===== config.mk =====
export PLATFORM = sky130hd
export DESIGN_NAME = uart_resp_packer
export DESIGN_NICKNAME = d
export VERILOG_FILES = /design/src/rtl/uart_resp_packer_pkg.sv /design/src/rtl/uart_resp_packer.sv
export SDC_FILE = /design/constraint.sdc
export NUM_CORES = 1
export LEC_CHECK = 0
export BUFFER_PORTS_ARGS = -buffer_cell sky130_fd_sc_hd__buf_2
export CORE_MARGIN = 2
export CORE_UTILIZATION = 30
export CTS_BUF_LIST = sky130_fd_sc_hd__clkbuf_16
export DETAILED_ROUTE_END_ITERATION = 7
export PLACE_DENSITY = 0.45
export RECOVER_POWER = 50
export SYNTH_ARGS = -nofsm -noshare
export SYNTH_HDL_FRONTEND = slang
export SYNTH_SLANG_ARGS = --single-unit

===== constraint.sdc =====
create_clock -name clk_50M -period 5.1 [get_ports clk_50M]
set_input_delay 0 -clock clk_50M [delete_from_list [all_inputs] [get_ports clk_50M]]
set_output_delay 0 -clock clk_50M [all_outputs]
set_load 0.01 [all_outputs]

===== src/rtl/uart_resp_packer_pkg.sv =====
// rtl/uart_resp_packer_pkg.sv - shared UART response framing constants and FSM state encoding
package uart_resp_packer_pkg;

  localparam logic [7:0] HEAD0     = 8'h55;
  localparam logic [7:0] HEAD1     = 8'hAA;
  localparam logic [7:0] FUNC_HS   = 8'h01;
  localparam logic [7:0] FUNC_LS   = 8'h02;
  localparam int         FRAME_LEN = 14;

  typedef enum logic [2:0] {
    ST_IDLE,
    ST_LOAD,
    ST_START,
    ST_WAIT_ACK,
    ST_WAIT_DONE
  } state_t;

endpackage


===== src/rtl/uart_resp_packer.sv =====
// rtl/uart_resp_packer.sv - snapshots a function code and payload, streams a checksummed response frame to uart_tx
module uart_resp_packer
  import uart_resp_packer_pkg::*;
#(
  parameter int _PAYLOAD_BYTES = 10,
  parameter int _ACK_TIMEOUT   = 16
) (
  input  logic                        clk_50M,
  input  logic                        rst_n,
  input  logic                        req,
  input  logic [7:0]                  req_func,
  input  logic [8*_PAYLOAD_BYTES-1:0] req_payload,
  output logic                        req_ready,
  output logic [7:0]                  tx_data,
  output logic                        tx_start,
  input  logic                        tx_busy,
  output logic                        frame_busy,
  output logic                        frame_done,
  output logic                        err_timeout,
  output logic                        req_drop
);

  localparam int FRAME_BYTES = _PAYLOAD_BYTES + 4;
  localparam int IDX_W       = $clog2(FRAME_BYTES);
  localparam int TO_W        = $clog2(_ACK_TIMEOUT + 1);

  localparam logic [IDX_W-1:0] IDX_ONE  = IDX_W'(1);
  localparam logic [IDX_W-1:0] IDX_FUNC = IDX_W'(2);
  localparam logic [IDX_W-1:0] LAST_IDX = IDX_W'(FRAME_BYTES - 1);
  localparam logic [TO_W-1:0]  TO_LAST  = TO_W'(_ACK_TIMEOUT - 1);

  state_t                      state, next_state;
  logic [IDX_W-1:0]            byte_idx;
  logic [TO_W-1:0]             to_cnt;
  logic [7:0]                  chk_acc;
  logic [7:0]                  snap_func;
  logic [8*_PAYLOAD_BYTES-1:0] snap_payload;
  logic [8*_PAYLOAD_BYTES-1:0] pay_shift;
  logic [IDX_W-1:0]            pay_off;
  logic [7:0]                  cur_byte;
  logic                        accept, frame_end, ack_timeout;

  // D1 sits in the top byte of the snapshot, so the shift distance shrinks as byte_idx grows.
  always_comb begin
    pay_off   = LAST_IDX - IDX_ONE - byte_idx;
    pay_shift = snap_payload >> {pay_off, 3'b000};
    cur_byte  = pay_shift[7:0];
    if (byte_idx == '0)            cur_byte = HEAD0;
    else if (byte_idx == IDX_ONE)  cur_byte = HEAD1;
    else if (byte_idx == IDX_FUNC) cur_byte = snap_func;
    else if (byte_idx == LAST_IDX) cur_byte = chk_acc;
  end

  always_ff @(posedge clk_50M or negedge rst_n) begin
    if (!rst_n) state <= ST_IDLE;
    else        state <= next_state;
  end

  always_comb begin
    next_state  = state;
    accept      = 1'b0;
    frame_end   = 1'b0;
    ack_timeout = 1'b0;
    case (state)
      ST_IDLE: begin
        if (req && req_ready) begin
          accept     = 1'b1;
          next_state = ST_LOAD;
        end
      end
      ST_LOAD:  next_state = ST_START;
      ST_START: next_state = ST_WAIT_ACK;
      ST_WAIT_ACK: begin
        if (tx_busy) begin
          next_state = ST_WAIT_DONE;
        end else if (to_cnt == TO_LAST) begin
          ack_timeout = 1'b1;
          next_state  = ST_IDLE;
        end
      end
      ST_WAIT_DONE: begin
        if (!tx_busy) begin
          if (byte_idx == LAST_IDX) begin
            frame_end  = 1'b1;
            next_state = ST_IDLE;
          end else begin
            next_state = ST_LOAD;
          end
        end
      end
      default: next_state = ST_IDLE;
    endcase
  end

  // req_ready is held low for the frame_done / err_timeout cycle so a request there is dropped.
  always_ff @(posedge clk_50M or negedge rst_n) begin
    if (!rst_n) begin
      byte_idx     <= '0;
      to_cnt       <= '0;
      chk_acc      <= 8'h00;
      snap_func    <= 8'h00;
      snap_payload <= '0;
      tx_data      <= 8'h00;
      tx_start     <= 1'b0;
      req_ready    <= 1'b1;
      frame_busy   <= 1'b0;
      frame_done   <= 1'b0;
      err_timeout  <= 1'b0;
      req_drop     <= 1'b0;
    end else begin
      tx_start    <= (next_state == ST_START);
      frame_busy  <= (next_state != ST_IDLE);
      req_ready   <= (next_state == ST_IDLE) && !frame_end && !ack_timeout;
      frame_done  <= frame_end;
      err_timeout <= ack_timeout;
      req_drop    <= req && !req_ready;

      if (accept) begin
        snap_func    <= req_func;
        snap_payload <= req_payload;
        chk_acc      <= req_func;
        byte_idx     <= '0;
      end

      if (state == ST_LOAD) begin
        tx_data <= cur_byte;
        if (byte_idx > IDX_FUNC && byte_idx < LAST_IDX) chk_acc <= chk_acc + cur_byte;
      end

      if (state == ST_START)         to_cnt <= '0;
      else if (state == ST_WAIT_ACK) to_cnt <= to_cnt + TO_W'(1);

      if (state == ST_WAIT_DONE && !tx_busy && byte_idx != LAST_IDX) byte_idx <= byte_idx + IDX_ONE;
    end
  end

endmodule

==> reports/results.ini <==
[timing]
hold_viol = 0
skew_ps = 5.628
rsz0062_at_grt = false
final_max_slew_viol_count = 56
tightest_slew_ps = 3035
fin_crit_ps = 3962
setup_violations = 0
hold_ws_ps = 305.4
tns_ps = 0
post-route-period-util_pct = 77.68
slew_headroom_pct = -102.3
max_freq_mhz = 252.4

[floorplan]
ios = 106
die_y_um = 146.8
die_w_um = 146.8
fp-row-count = 52
coreArea_mm2 = 0.02010
die_area_mm2 = 0.02155
start_util_pct = 30.43

[cts]
insertion_delay_ps = 410
cts_buffers = 17
clock_sinks = 122
cts_tree = yes
h-tree-depth = 4
cts_root_buf = clkbuf_16
clock_path_buffers = 2
cts.clk_slew.worst_paths_ps = 50
post_cts_buffers = 0

[synth]
syn_inst = 673
async_flop_share_pct = 100.0
synth_top_area_share_pct = 49.49
syn-mean-instance-area_um2 = 9.091
synth_seq_area_share_pct = 49.92
synth_area_leaders = dfrtp_1 49%, nand2_1 18%, mux4_2 5.2%
ys_seq_elements = 122
syn_nets = 779
ys.warnings.count = 0
synth_top_cell_by_area = dfrtp_1
synth_edf_count = 0
synth_ff_type = dfrtp_1
ys_types = 51
syn_area_mm2 = 0.006118

[worst_hold_path]
hp-class = primary input to flip-flop
hold_depth = 4

[routing]
wirelength_mm = 16.51
vias = 5151
drc = 0
final_antenna_net_count = 0
first_pass_iters = 4
avgViaCountPerCell = 4.538
drt-initial-drc-count = 206
wl_per_cell_um = 14.55

[global_route]
first_global_vias = 5280
antenna_found_initial = 0
grtUsageMet2_pct = 25.66
grt_max_degree = 69
grtUsageTotal_pct = 16.14
use_met3_pct = 3.789
grtUsageMet1_pct = 22.48
grt_pass1_wl_mm = 27.43
top_usage_layer = met2
grt-ovfl-total = 0

[setup_path]
setup.worst_path.start = byte_idx[0]$_DFFE_PN0P_
r2r-start = byte_idx[0]$_DFFE_PN0P_
worstPathRequired_ps = 5390
ff2ff_setup_slack_ps = 1140
reg2reg_depth = 15
crit_end = chk_acc[7]$_DFF_PN0_
critPathCaptureType = flip-flop
path_class = flip-flop to flip-flop
crit_path_max_fanout = 17
worst_r2r_endpoint = chk_acc[7]$_DFF_PN0_
crit_arrival_ps = 4250
start_kind = flip-flop

[power_and_ir_drop]
p_per_area_mw_per_mm2 = 551.0
switching_share_pct = 36.55
pwr-share-clk_pct = 24.4
vdd_drop_max_mv = 0.2588
combPwrFrac_pct = 38.0
leakagePower_nw = 4.067
seqPwrFrac_pct = 37.6
netSwitchingPower_mw = 1.662
internal_power_mw = 2.885

[placed_design]
io_buffers = 105
hpwl_mm = 11.64
dpl_cell_area_mm2 = 0.006823
gp_congestion = 0.8350

[outcome]
violations = capacitance limit, slew limit
outcome = finished with violations

[job]
maxCapViolCount = 1

[final_layout]
final_cell_area_mm2 = 0.008252
syn_to_final_growth_pct = 34.87
drive_above_1_share_pct = 16.53
antenna_cells = 0
fin_nets = 960

[critical path: stages (launching register included)]
cell	delay, ps
dfrtp_2	690
inv_1	140
ha_1	620
mux4_2	370
mux2i_1	280
o221ai_1	170
nand2_1	170
inv_1	70
ha_1	270
a21o_1	180
a21oi_1	210
o21bai_1	90
a21oi_1	220
a21oi_1	110
xnor2_1	160
o21bai_1	80
[synthesized netlist by cell type (9+ instances only)]
library cell and count:
a21oi_1 17, a31oi_1 10, buf_2 21, clkbuf_1 13, dfrtp_1 121, ha_1 13
inv_1 12, mux2i_1 12, mux4_2 14, nand2_1 296, nor2_1 30, nor2b_1 9
o21ai_0 19
[flip-flops by register name (all words and copies together), names as in the netlist, 3 cells and up]
register / cells
snap_payload: 80
chk_acc: 8
snap_func: 8
tx_data: 8
to_cnt: 5
byte_idx: 4
state: 3
[layer usage]
layer,vias to the layer above,share of wire [%]
li1,2574,-
met1,2465,48
met2,103,47
met3,9,3.4
met4,0,0.85
met5,-,0
[cell type report]
cell class                      count  area (µm²)
Multi-Input combinational cell    499        2811
Sequential cell                   122        3055
Fill cell                        2031       11850
Tap cell                          270       337.8
Clock buffer                       17       425.4
Inverter                           12       45.04
Clock inverter                     13       113.9
Timing Repair Buffer              202        1463
[how the worst min path moves through the flow]
stage,from,to,slack [ps]
2_1_floorplan,rst_n,byte_idx[0]$_DFFE_PN0P_,-300
3_3_place_gp,rst_n,to_cnt[2]$_DFFE_PN0P_,90
3_5_place_dp,rst_n,to_cnt[2]$_DFFE_PN0P_,100
4_1_cts,rst_n,to_cnt[2]$_DFFE_PN0P_,210
5_1_grt,req_payload[49],snap_payload[49]$_DFFE_PN0P_,310
6_report,req_payload[15],snap_payload[15]$_DFFE_PN0P_,310
[per-stage QoR]
step	instances	utilization, %	power, mW	worst slack (ps)
floorplan	673	-	2.938	1268
global placement	1014	33.94	3.400	1239
detailed placement	1014	33.94	3.424	1113
CTS	1135	41.15	4.618	1096
global route	1135	41.04	4.926	696.0
finish	1135	41.04	4.547	1138
[kinds of logic (layout without fill, tap and decap cells)]
family	Yosys count	count (layout)	synth area share (%)
and+or+nand+nor	358	358	23.42
DFF	122	122	49.92
buffers and inverters	52	244	4.253
adders and majority gates	14	14	2.986
AOI/OAI and AO/OA	86	86	9.080
xor gates and xnor gates	11	11	1.882
muxes	30	30	8.466
[cells in the final DEF, fill, tap and decap left out, drive strengths merged, types with 2 or more instances in the layout]
master,count
nand2,296
dfrtp,121
buf,96
dlygate4sd3,91
clkbuf,32
nor2,30
o21ai,21
a21oi,18
mux4,16
inv,14
ha,13
mux2i,12
a31oi,10
nor2b,9
xnor2,7
clkinv,7
a21o,6
o21bai,5
o221ai,5
nand2b,5
nand3,4
xor2,4
and3,3
o22ai,3
o211ai,3
nor3b,3
a22o,3
or2,3
o31ai,2
o2111ai,2
o31a,2
a21boi,2
o21a,2
mux2,2
clkinvlp,2
bufinv,2
[power by group through the flow]
stage	combinational, mW	sequential, mW	clock, mW
2_1_floorplan	1.36	1.58	0
3_3_place_gp	1.67	1.73	0
3_5_place_dp	1.70	1.72	0
4_1_cts	1.76	1.71	1.14
5_1_grt	1.97	1.77	1.18
6_report	1.73	1.71	1.11
[repair_timing]
| action | 4_1_cts | 5_1_grt |
|---|---|---|
| hold endpoints to repair | 152 | 0 |
| hold buffers | 91 | 0 |
| resized for setup | 0 | 0 |
Note: power is estimated with default switching activity, not from simulation.
